<file path="src/rtl/pomodoro_pkg.sv">
// pomodoro_pkg: shared types and BCD helpers for the Pomodoro session controller.
//   state_t   - sequencer states IDLE, LOAD, RUN, PAUSE, ALARM
//   phase_t   - session phase encoding (2'b11 is unused and treated as WORK)
//   bcd_tens  - tens digit of a 0..99 value
//   bcd_units - units digit of a 0..99 value
package pomodoro_pkg;
    typedef enum logic [2:0] {IDLE, LOAD, RUN, PAUSE, ALARM} state_t;
    typedef enum logic [1:0] {WORK = 2'b00, SHORT_BREAK = 2'b01, LONG_BREAK = 2'b10} phase_t;
    function automatic logic [3:0] bcd_tens(input int unsigned x);
        return 4'(x / 10);
    endfunction
    function automatic logic [3:0] bcd_units(input int unsigned x);
        return 4'(x % 10);
    endfunction
endpackage

</file>
<file path="src/rtl/pomodoro_sequencer_if.sv">
// pomodoro_sequencer_if: user-input and countdown-datapath bundle of the session controller.
//   swPlayPause, bSkip, cnt_zero           - into the sequencer
//   load, load_min_tens/units, run, phase,
//   cycle_idx, total_done, alarm           - out of the sequencer
//   master: input/datapath side, slave: the sequencer
interface pomodoro_sequencer_if;
    logic       swPlayPause;
    logic       bSkip;
    logic       cnt_zero;
    logic       load;
    logic [3:0] load_min_tens;
    logic [3:0] load_min_units;
    logic       run;
    logic [1:0] phase;
    logic [3:0] cycle_idx;
    logic [3:0] total_done;
    logic       alarm;
    modport master (
        output swPlayPause, bSkip, cnt_zero,
        input  load, load_min_tens, load_min_units, run, phase, cycle_idx, total_done, alarm
    );
    modport slave (
        input  swPlayPause, bSkip, cnt_zero,
        output load, load_min_tens, load_min_units, run, phase, cycle_idx, total_done, alarm
    );
endinterface

</file>
<file path="src/rtl/pomodoro_edge_detect.sv">
// pomodoro_edge_detect: rise detector against a registered copy of a synchronous level.
//   timedClk - clock, rst - async active-high reset
//   din      - level input, rise - din is 1 while its previous-cycle value was 0
module pomodoro_edge_detect (
    input  logic timedClk,
    input  logic rst,
    input  logic din,
    output logic rise
);
    logic prev;
    always_ff @(posedge timedClk or posedge rst)
        if (rst) prev <= 1'b0;
        else     prev <= din;
    assign rise = din & ~prev;
endmodule

</file>
<file path="src/rtl/pomodoro_sequencer.sv">
// pomodoro_sequencer: Pomodoro session controller sequencing WORK / SHORT_BREAK / LONG_BREAK.
//   timedClk - tick clock, rst - async active-high reset
//   bus      - pomodoro_sequencer_if.slave: play/pause switch, skip pulse, countdown-zero in;
//              load pulse + preset BCD digits, run enable, phase, counters, alarm out
//   Build option POMODORO_AUTO_START_EN: leaving ALARM with the switch at play starts the
//   next phase directly instead of waiting in IDLE for a fresh switch rise.
module pomodoro_sequencer
    import pomodoro_pkg::*;
#(
    parameter int unsigned WORK_MIN        = 25,
    parameter int unsigned SHORT_MIN       = 5,
    parameter int unsigned LONG_MIN        = 15,
    parameter int unsigned CYCLES_PER_LONG = 4,
    parameter int unsigned ALARM_TICKS     = 3
) (
    input logic timedClk,
    input logic rst,
    pomodoro_sequencer_if.slave bus
);
    localparam logic [3:0] W_T      = bcd_tens(WORK_MIN);
    localparam logic [3:0] W_U      = bcd_units(WORK_MIN);
    localparam logic [3:0] S_T      = bcd_tens(SHORT_MIN);
    localparam logic [3:0] S_U      = bcd_units(SHORT_MIN);
    localparam logic [3:0] L_T      = bcd_tens(LONG_MIN);
    localparam logic [3:0] L_U      = bcd_units(LONG_MIN);
    localparam logic [3:0] CYC_LAST = 4'(CYCLES_PER_LONG - 1);
    localparam logic [3:0] ALM_LAST = 4'(ALARM_TICKS - 1);

    state_t     state, nxt;
    logic [1:0] phase_q;
    logic [3:0] cycle_q, total_q, acnt;
    logic       sw_rise, is_work, alarm_end, adv_skip, adv_done;

    pomodoro_edge_detect u_edge (
        .timedClk (timedClk),
        .rst      (rst),
        .din      (bus.swPlayPause),
        .rise     (sw_rise)
    );

    // The unused 2'b11 encoding behaves as WORK everywhere.
    assign is_work   = (phase_q != SHORT_BREAK) && (phase_q != LONG_BREAK);
    assign alarm_end = (state == ALARM) && (acnt == 4'd0);
    assign adv_done  = alarm_end;
    // A switch rise in IDLE takes precedence over a simultaneous skip.
    assign adv_skip  = bus.bSkip && (((state == IDLE) && !sw_rise) ||
                                     ((state == RUN) && !bus.cnt_zero) ||
                                     (state == PAUSE));

    always_ff @(posedge timedClk or posedge rst)
        if (rst) state <= IDLE;
        else     state <= nxt;

    always_comb begin
        nxt = state;
        case (state)
            IDLE:    nxt = sw_rise ? LOAD : IDLE;
            LOAD:    nxt = RUN;
            RUN:     nxt = bus.cnt_zero ? ALARM : bus.bSkip ? LOAD : !bus.swPlayPause ? PAUSE : RUN;
            PAUSE:   nxt = bus.bSkip ? IDLE : bus.swPlayPause ? RUN : PAUSE;
`ifdef POMODORO_AUTO_START_EN
            ALARM:   nxt = !alarm_end ? ALARM : bus.swPlayPause ? LOAD : IDLE;
`else
            ALARM:   nxt = alarm_end ? IDLE : ALARM;
`endif
            default: nxt = IDLE;
        endcase
    end

    always_comb begin
        bus.load           = (state == LOAD);
        bus.run            = (state == RUN);
        bus.alarm          = (state == ALARM);
        bus.phase          = phase_q;
        bus.cycle_idx      = cycle_q;
        bus.total_done     = total_q;
        bus.load_min_tens  = (phase_q == SHORT_BREAK) ? S_T : (phase_q == LONG_BREAK) ? L_T : W_T;
        bus.load_min_units = (phase_q == SHORT_BREAK) ? S_U : (phase_q == LONG_BREAK) ? L_U : W_U;
    end

    // Alarm down-counter sits at its preset outside ALARM, so it is loaded on entry.
    always_ff @(posedge timedClk or posedge rst)
        if (rst)                 acnt <= ALM_LAST;
        else if (state == ALARM) acnt <= acnt - 4'd1;
        else                     acnt <= ALM_LAST;

    always_ff @(posedge timedClk or posedge rst)
        if (rst) begin
            phase_q <= WORK;
            cycle_q <= 4'd0;
            total_q <= 4'd0;
        end else if (adv_done) begin
            if (is_work) begin
                total_q <= (total_q == 4'd15) ? total_q : total_q + 4'd1;
                phase_q <= (cycle_q == CYC_LAST) ? LONG_BREAK : SHORT_BREAK;
                cycle_q <= (cycle_q == CYC_LAST) ? 4'd0 : cycle_q + 4'd1;
            end else begin
                phase_q <= WORK;
            end
        end else if (adv_skip) begin
            phase_q <= is_work ? SHORT_BREAK : WORK;
        end
endmodule

</file>
<file path="src/flat_wrapper.sv">
// flat-port wrapper written by rule: the top's interface ports become plain ports
module pomodoro_sequencer_flat import pomodoro_pkg::*;
#(
    parameter int unsigned WORK_MIN        = 25,
    parameter int unsigned SHORT_MIN       = 5,
    parameter int unsigned LONG_MIN        = 15,
    parameter int unsigned CYCLES_PER_LONG = 4,
    parameter int unsigned ALARM_TICKS     = 3
)
  (timedClk, rst, bus_swPlayPause, bus_bSkip, bus_cnt_zero, bus_load, bus_load_min_tens, bus_load_min_units, bus_run, bus_phase, bus_cycle_idx, bus_total_done, bus_alarm);
  pomodoro_sequencer_if bus_i ();
  input logic timedClk;
  input logic rst;
  input wire logic [$bits(bus_i.swPlayPause)-1:0] bus_swPlayPause;
  input wire logic [$bits(bus_i.bSkip)-1:0] bus_bSkip;
  input wire logic [$bits(bus_i.cnt_zero)-1:0] bus_cnt_zero;
  output wire logic [$bits(bus_i.load)-1:0] bus_load;
  output wire logic [$bits(bus_i.load_min_tens)-1:0] bus_load_min_tens;
  output wire logic [$bits(bus_i.load_min_units)-1:0] bus_load_min_units;
  output wire logic [$bits(bus_i.run)-1:0] bus_run;
  output wire logic [$bits(bus_i.phase)-1:0] bus_phase;
  output wire logic [$bits(bus_i.cycle_idx)-1:0] bus_cycle_idx;
  output wire logic [$bits(bus_i.total_done)-1:0] bus_total_done;
  output wire logic [$bits(bus_i.alarm)-1:0] bus_alarm;
  assign bus_i.swPlayPause = bus_swPlayPause;
  assign bus_i.bSkip = bus_bSkip;
  assign bus_i.cnt_zero = bus_cnt_zero;
  assign bus_load = bus_i.load;
  assign bus_load_min_tens = bus_i.load_min_tens;
  assign bus_load_min_units = bus_i.load_min_units;
  assign bus_run = bus_i.run;
  assign bus_phase = bus_i.phase;
  assign bus_cycle_idx = bus_i.cycle_idx;
  assign bus_total_done = bus_i.total_done;
  assign bus_alarm = bus_i.alarm;
  pomodoro_sequencer #(.WORK_MIN(WORK_MIN), .SHORT_MIN(SHORT_MIN), .LONG_MIN(LONG_MIN), .CYCLES_PER_LONG(CYCLES_PER_LONG), .ALARM_TICKS(ALARM_TICKS)) u_core (.timedClk(timedClk), .rst(rst), .bus(bus_i));
endmodule
</file>
<file path="config.mk">
export PLATFORM = sky130hd
export DESIGN_NAME = pomodoro_sequencer_flat
export DESIGN_NICKNAME = d
export VERILOG_FILES = /design/src/rtl/pomodoro_pkg.sv /design/src/rtl/pomodoro_sequencer_if.sv /design/src/rtl/pomodoro_edge_detect.sv /design/src/rtl/pomodoro_sequencer.sv /design/src/flat_wrapper.sv
export SDC_FILE = /design/constraint.sdc
export NUM_CORES = 1
export LEC_CHECK = 0
export CAP_MARGIN = 20
export CORE_ASPECT_RATIO = 0.7
export CORE_MARGIN = 3
export CORE_UTILIZATION = 45
export DETAILED_ROUTE_END_ITERATION = 8
export HOLD_SLACK_MARGIN = 0.1
export PLACE_DENSITY_LB_ADDON = 0.15
export SETUP_SLACK_MARGIN = 0.15
export SLEW_MARGIN = 20
export SYNTH_ARGS = -nofsm -noshare
export SYNTH_HDL_FRONTEND = slang
export SYNTH_SLANG_ARGS = --single-unit
</file>
<file path="constraint.sdc">
create_clock -name timedClk -period 3.05 [get_ports timedClk]
set_input_delay 0.4575 -clock timedClk [delete_from_list [all_inputs] [get_ports timedClk]]
set_output_delay 0.4575 -clock timedClk [all_outputs]
set_load 0.02 [all_outputs]
</file>
# ---- Word level (Yosys, flattened, before mapping)
# Cells that the tools add are included.
dict set report totals {
  word_cells 52
  regBits 18
  output_inout_bits 21
}
dict set report op_classes {
  eq_ne 10
  n_bitwise 3
  reduce_logical 14
  mux 16
  add_sub_neg 3
}
# operator count
set op_table {}
lappend op_table {{$pmux 3 s5} 1}
lappend op_table {{$mux 3} 4}
lappend op_table {{$mux 4} 3}
lappend op_table {{$mux 2} 5}
lappend op_table {{$add 4x1->4 const B} 2}
lappend op_table {{$eq 3x2->1 const B} 2}
lappend op_table {{$logic_and 1x1->1} 5}
lappend op_table {{$eq 4x2->1 const B} 1}
lappend op_table {{$eq 4x4->1 const B} 1}
lappend op_table {{$logic_not 4->1} 1}
lappend op_table {{$sub 4x1->4 const B} 1}
lappend op_table {{$eq 3x1->1 const B} 1}
lappend op_table {{$eq 3x3->1 const B} 1}
lappend op_table {{$logic_not 3->1} 1}
lappend op_table {{$mux 1} 3}
lappend op_table {{$reduce_and 3->1} 1}
lappend op_table {{$eq 2x1->1 const B} 1}
lappend op_table {{$eq 2x2->1 const B} 1}
lappend op_table {{$logic_not 1->1} 2}
lappend op_table {{$logic_or 1x1->1} 2}
lappend op_table {{$ne 2x1->1 const B} 1}
lappend op_table {{$ne 2x2->1 const B} 1}
lappend op_table {{$not 1->1} 2}
lappend op_table {{$reduce_and 2->1} 1}
lappend op_table {{2 further kinds} 2}

# ---- Depth between registers and ports, before layout
dict set report logic_depth {
  word_depth 9
  mapped_depth 8
  mapped_depth_nobuf 6
}

# ---- Modules after synthesis
# Synthesis repeated with hierarchy kept, for this count alone.
dict set report hier_totals {
  hier_cells 100
  hier_area_um2 1019.7
}
# mod area_per_inst_um2 n_inst seq_area_each_um2 cells_per_inst
set by_module_without_submodules {}
lappend by_module_without_submodules {pomodoro_sequencer 977.2 1 426.7 97}
lappend by_module_without_submodules {pomodoro_edge_detect 42.5 1 25.0 3}

# ---- Worst setup path after synthesis
# Ideal clock, no wire load.
dict set report synth_path {
  path_type {reg2reg}
  from {register u_core.phase_q[0], in the netlist u_core.bus.phase[0]}
  to {register u_core.total_q[3], in the netlist u_core.bus.total_done[3]}
  n_path_buf 1
  path_stages_with_launch 7
  setup_slack_ps 1264
  required_ps 2925
  setup_time_ps 125
  t_arrival_ps 1661
  path_cell_list {dfrtp_1 inv_1 ha_1 and3_1 buf_6 nand4_2 mux2_4}
}
dict set report synth_between {
  elab_chain_len 3
  word_cells_on_any_way 4
}
# element line
set synth_lines {}
lappend synth_lines {{start, declared} pomodoro_sequencer.sv:30} ;# logic [1:0] phase_q;
lappend synth_lines {{start signal, assigned} pomodoro_sequencer.sv:95} ;# phase_q <= (cycle_q == CYC_LAST) ? LONG_BREAK : SHORT_BREAK;
lappend synth_lines {{start signal, assigned} pomodoro_sequencer.sv:101} ;# phase_q <= is_work ? SHORT_BREAK : WORK;
lappend synth_lines {{$ne 2x1->1 / $ne 2x2->1 (equally long branches)} pomodoro_sequencer.sv:42} ;# assign is_work = (phase_q != SHORT_BREAK) && (phase_q != LONG_BREAK);
lappend synth_lines {{$logic_and 1x1->1 *} pomodoro_sequencer.sv:42}
lappend synth_lines {{$reduce_and 3->1 (no line) *} -}
lappend synth_lines {{end signal, assigned} pomodoro_sequencer.sv:94} ;# total_q <= (total_q == 4'd15) ? total_q : total_q + 4'd1;
lappend synth_lines {{end, declared} pomodoro_sequencer.sv:31} ;# logic [3:0] cycle_q, total_q, acnt;
# Mark *: on every way between the ends. The rest lies on a longest branch, timed or not.
# A chain may end at the register's enable or synchronous reset.

# ---- Final worst setup path
dict set report layout_path {
  from {register u_core.state[1]}
  to {output bus_run}
}
dict set report layout_between {
  elab_chain_len 1
}
# element line
set layout_lines {}
lappend layout_lines {{start, declared} pomodoro_sequencer.sv:29} ;# state_t state, nxt;
lappend layout_lines {{start signal, assigned} pomodoro_sequencer.sv:52} ;# else state <= nxt;
lappend layout_lines {{$eq 3x2->1} pomodoro_sequencer.sv:72} ;# bus.run = (state == RUN);
lappend layout_lines {{end, declared} flat_wrapper.sv:20} ;# output wire logic [$bits(bus_i.run)-1:0] bus_run;
# Every way passes these cells.

==> load_flow_metrics.sql <==
INSERT INTO impl_metrics (metric_group, metric, value, unit) VALUES
('run_status', 'outcome', 'completed', ''),
('routing', 'drtAntennaViolNets', '0', ''),
('clock_network', 'cts_max_path_buffers', '2', ''),
('sta', 'timing.max_slew.rel_slack', '54.63', '%'),
('power_and_ir_drop', 'total_leakage_power', '0.5443', 'nW'),
('finish', 'layoutNonFillerInstCount', '135', ''),
('finish', 'antenna_cells_inserted', '0', ''),
('sta', 'unrepaired_setup_endpoints_after_global_routing', 'false', ''),
('synthesis', 'synth-edff-count', '0', ''),
('finish', 'finish.net_count', '123', ''),
('sta', 'finalClockSkew', '0.01039', 'ns'),
('sta', 'timing_hold_violations_final', '0', ''),
('synthesis', 'postSynthRegisterBits', '18', ''),
('synthesis', 'synth.yosys.seq_area_share', '46.52', '%'),
('placement', 'place.detailed.hpwl', '1.337', 'mm'),
('finish', 'layout_common_cells', 'clkdlybuf4s50_1, dfrtp_1, nand2_1', ''),
('synthesis', 'synth_warnings', '0', ''),
('global_routing', 'grt_max_degree', '19', ''),
('finish', 'final_layout_size_suffix_gt1_share', '13.27', '%'),
('routing', 'postRouteWirelength', '1.714', 'mm'),
('synthesis', 'ys_types', '36', ''),
('worst_setup_path', 'worst-setup-path-type', 'reg2out', ''),
('routing', 'drc', '0', ''),
('sta', 'setup_viol', '0', ''),
('finish', 'layout.cell_area.non_filler', '1165', 'um2'),
('worst_setup_path', 'timing.critical_path.slowest_cell_delay', '0.60', 'ns'),
('clock_network', 'cts.repair.resized', '0', ''),
('worst_setup_path', 'highest_delay_cell_along_the_critical_path', 'clkdlybuf4s50_1', ''),
('floorplanning', 'chipWidth', '61.52', 'um'),
('worst_setup_path', 'r2r_setup_slack', '1.06', 'ns'),
('synthesis', 'post-synth-top-area-cell', 'dfrtp_1', ''),
('worst_setup_path', 'cp-end-kind', 'output port', ''),
('synthesis', 'synth.top_cell.area_share', '43.81', '%'),
('synthesis', 'combined_area_of_all_synthesized_cells', '970.9', 'um2'),
('floorplanning', 'floorplan.die.height', '44.87', 'um'),
('sta', 'fmaxAchievable', '0.4483', 'GHz'),
('clock_network', 'cts_setup_buffers', '0', ''),
('power_and_ir_drop', 'power.ir.vdd_worst', '433.0', 'uV'),
('flow_run', 'max-cap-violations', '0', ''),
('synthesis', 'synth_area_per_cell', '10.22', 'um2'),
('clock_network', 'ctsHtreeMaxLevel', '1', ''),
('sta', 'fin_setup_tns', '0', 'ns'),
('placement', 'placement.cell_area', '1129', 'um2'),
('sta', 'timing.final.crit_period', '2.231', 'ns'),
('clock_network', 'cts_num_sinks', '18', ''),
('clock_network', 'cts.reportedPaths.clkPinSlew', '0.11', 'ns'),
('clock_network', 'cts_inserted_buffers', '3', ''),
('worst_setup_path', 'worst_path_dominant_cell_family', 'buffers and inverters', ''),
('routing', 'drt_pass1_iterations', '4', ''),
('sta', 'finalMaxSlewViolations', '0', ''),
('global_routing', 'antenna_found_initial', '0', ''),
('worst_setup_path', 'timing.critical_path.buf_inv', '1', ''),
('finish', 'fillerInstances', '185', ''),
('routing', 'route.detailed.wl_per_inst', '12.70', 'um'),
('global_routing', 'grt_pass1_wl', '3.042', 'mm'),
('synthesis', 'synth-main-ff-cell', 'dfrtp_1', ''),
('finish', 'layout_commonest_cell', 'clkdlybuf4s50_1', ''),
('synthesis', 'postSynth.asyncResetShare', '100.0', '%'),
('worst_setup_path', 'setup.worst_path.start_class', 'flop', ''),
('routing', 'first_iter_violations', '22', ''),
('floorplanning', 'fp.dieArea', '2760', 'um2'),
('global_routing', 'groute.usage.overall', '14.91', '%'),
('worst_hold_path', 'hold_path.class', 'reg2reg', ''),
('floorplanning', 'coreArea', '1952', 'um2'),
('worst_setup_path', 'cp.arrival', '1.77', 'ns'),
('routing', 'drt-vias-per-instance', '5.163', ''),
('global_routing', 'grt_pass1_vias', '670', ''),
('clock_network', 'clk_root_buffer_cell', 'clkbuf_4', ''),
('floorplanning', 'io-pin-count', '26', ''),
('sta', 'worstMarginPinSlew', '0.6798', 'ns'),
('placement', 'gp_routability_congestion', '0.7232', '');
==> power breakdown <==
part,internal [mW],leakage (nW),switching [mW]
clock network,0.0727,0.0210,0.0713
registers,0.307,0.236,0.0958
logic,0.216,0.288,0.228
==> routing by layer <==
layer	GRT usage (%)	part of all wire (%)	vias up
met2	20.46	41	19
met5	0	0	-
met3	5.143	4.6	2
met1	22.30	54	333
met4	3.814	0.53	0
li1	-	-	343
==> logic make-up after synthesis <==
group | after synthesis | share of synthesized area, %
xor gates and xnor gates | 4 | 3.608
DFF | 18 | 46.52
muxes | 5 | 6.056
other | 2 | 0.7735
AOI/OAI and AO/OA | 14 | 9.408
adders and majority gates | 4 | 5.155
and+or+nand+nor | 32 | 18.04
buffers and inverters | 16 | 10.44
==> cell type report <==
type                            instances  area [um2]  share of cell area, %
Tap cell                               22       27.53                  2.363
Sequential cell                        18       451.7                  38.78
Multi-Input combinational cell         65       432.9                  37.16
Timing Repair Buffer                   19       190.2                  16.33
Inverter                                7       26.28                  2.256
Clock buffer                            4       36.28                  3.115
==> flip-flops by register name, summed over array words and instances (netlist names) <==
signal,cells
u_core.state,3
u_core.bus.total_done,4
u_core.bus.phase,2
u_core.bus.cycle_idx,4
u_core.u_edge.prev,1
u_core.acnt,4
==> through the flow <==
stage	power, mW	hold slack (ns)	util, %	setup WS, ns
finish	0.9907	0.4753	59.68	0.8192
global route	1.074	0.5083	59.68	0.7072
CTS	0.9993	0.4761	59.68	0.8073
detailed placement	0.8513	0.4615	57.82	1.077
global placement	0.8440	0.4398	57.82	1.143
floorplan	0.6979	0.3953	-	1.264
==> Yosys cell counts (all sizes together) (2+ instances only) <==
master,instances
a21oi,4
nor2b,3
nand3,2
o21ai,2
nand2,9
nor3b,2
buf,9
conb,2
inv,7
mux2,4
xnor2,4
nand4,2
ha,4
o22ai,2
nor2,7
nor3,2
dfrtp,17
==> path summary, 6_finish.rpt <==
kind	start	end	cells after the start
hold reg to reg	u_core.acnt[0]$_DFF_PP0_	u_core.acnt[0]$_DFF_PP0_	1
max in group asynchronous	rst	u_core.state[2]$_DFF_PP0_	2
setup reg to reg	u_core.acnt[0]$_DFF_PP0_	u_core.bus.total_done[3]$_DFFE_PP0P_	6
setup / recovery	u_core.state[1]$_DFF_PP0_	bus_run	3
hold / removal	u_core.acnt[0]$_DFF_PP0_	u_core.acnt[0]$_DFF_PP0_	1
min in group asynchronous	rst	u_core.bus.total_done[1]$_DFFE_PP0P_	2
Power figures use the tool's default switching activity.
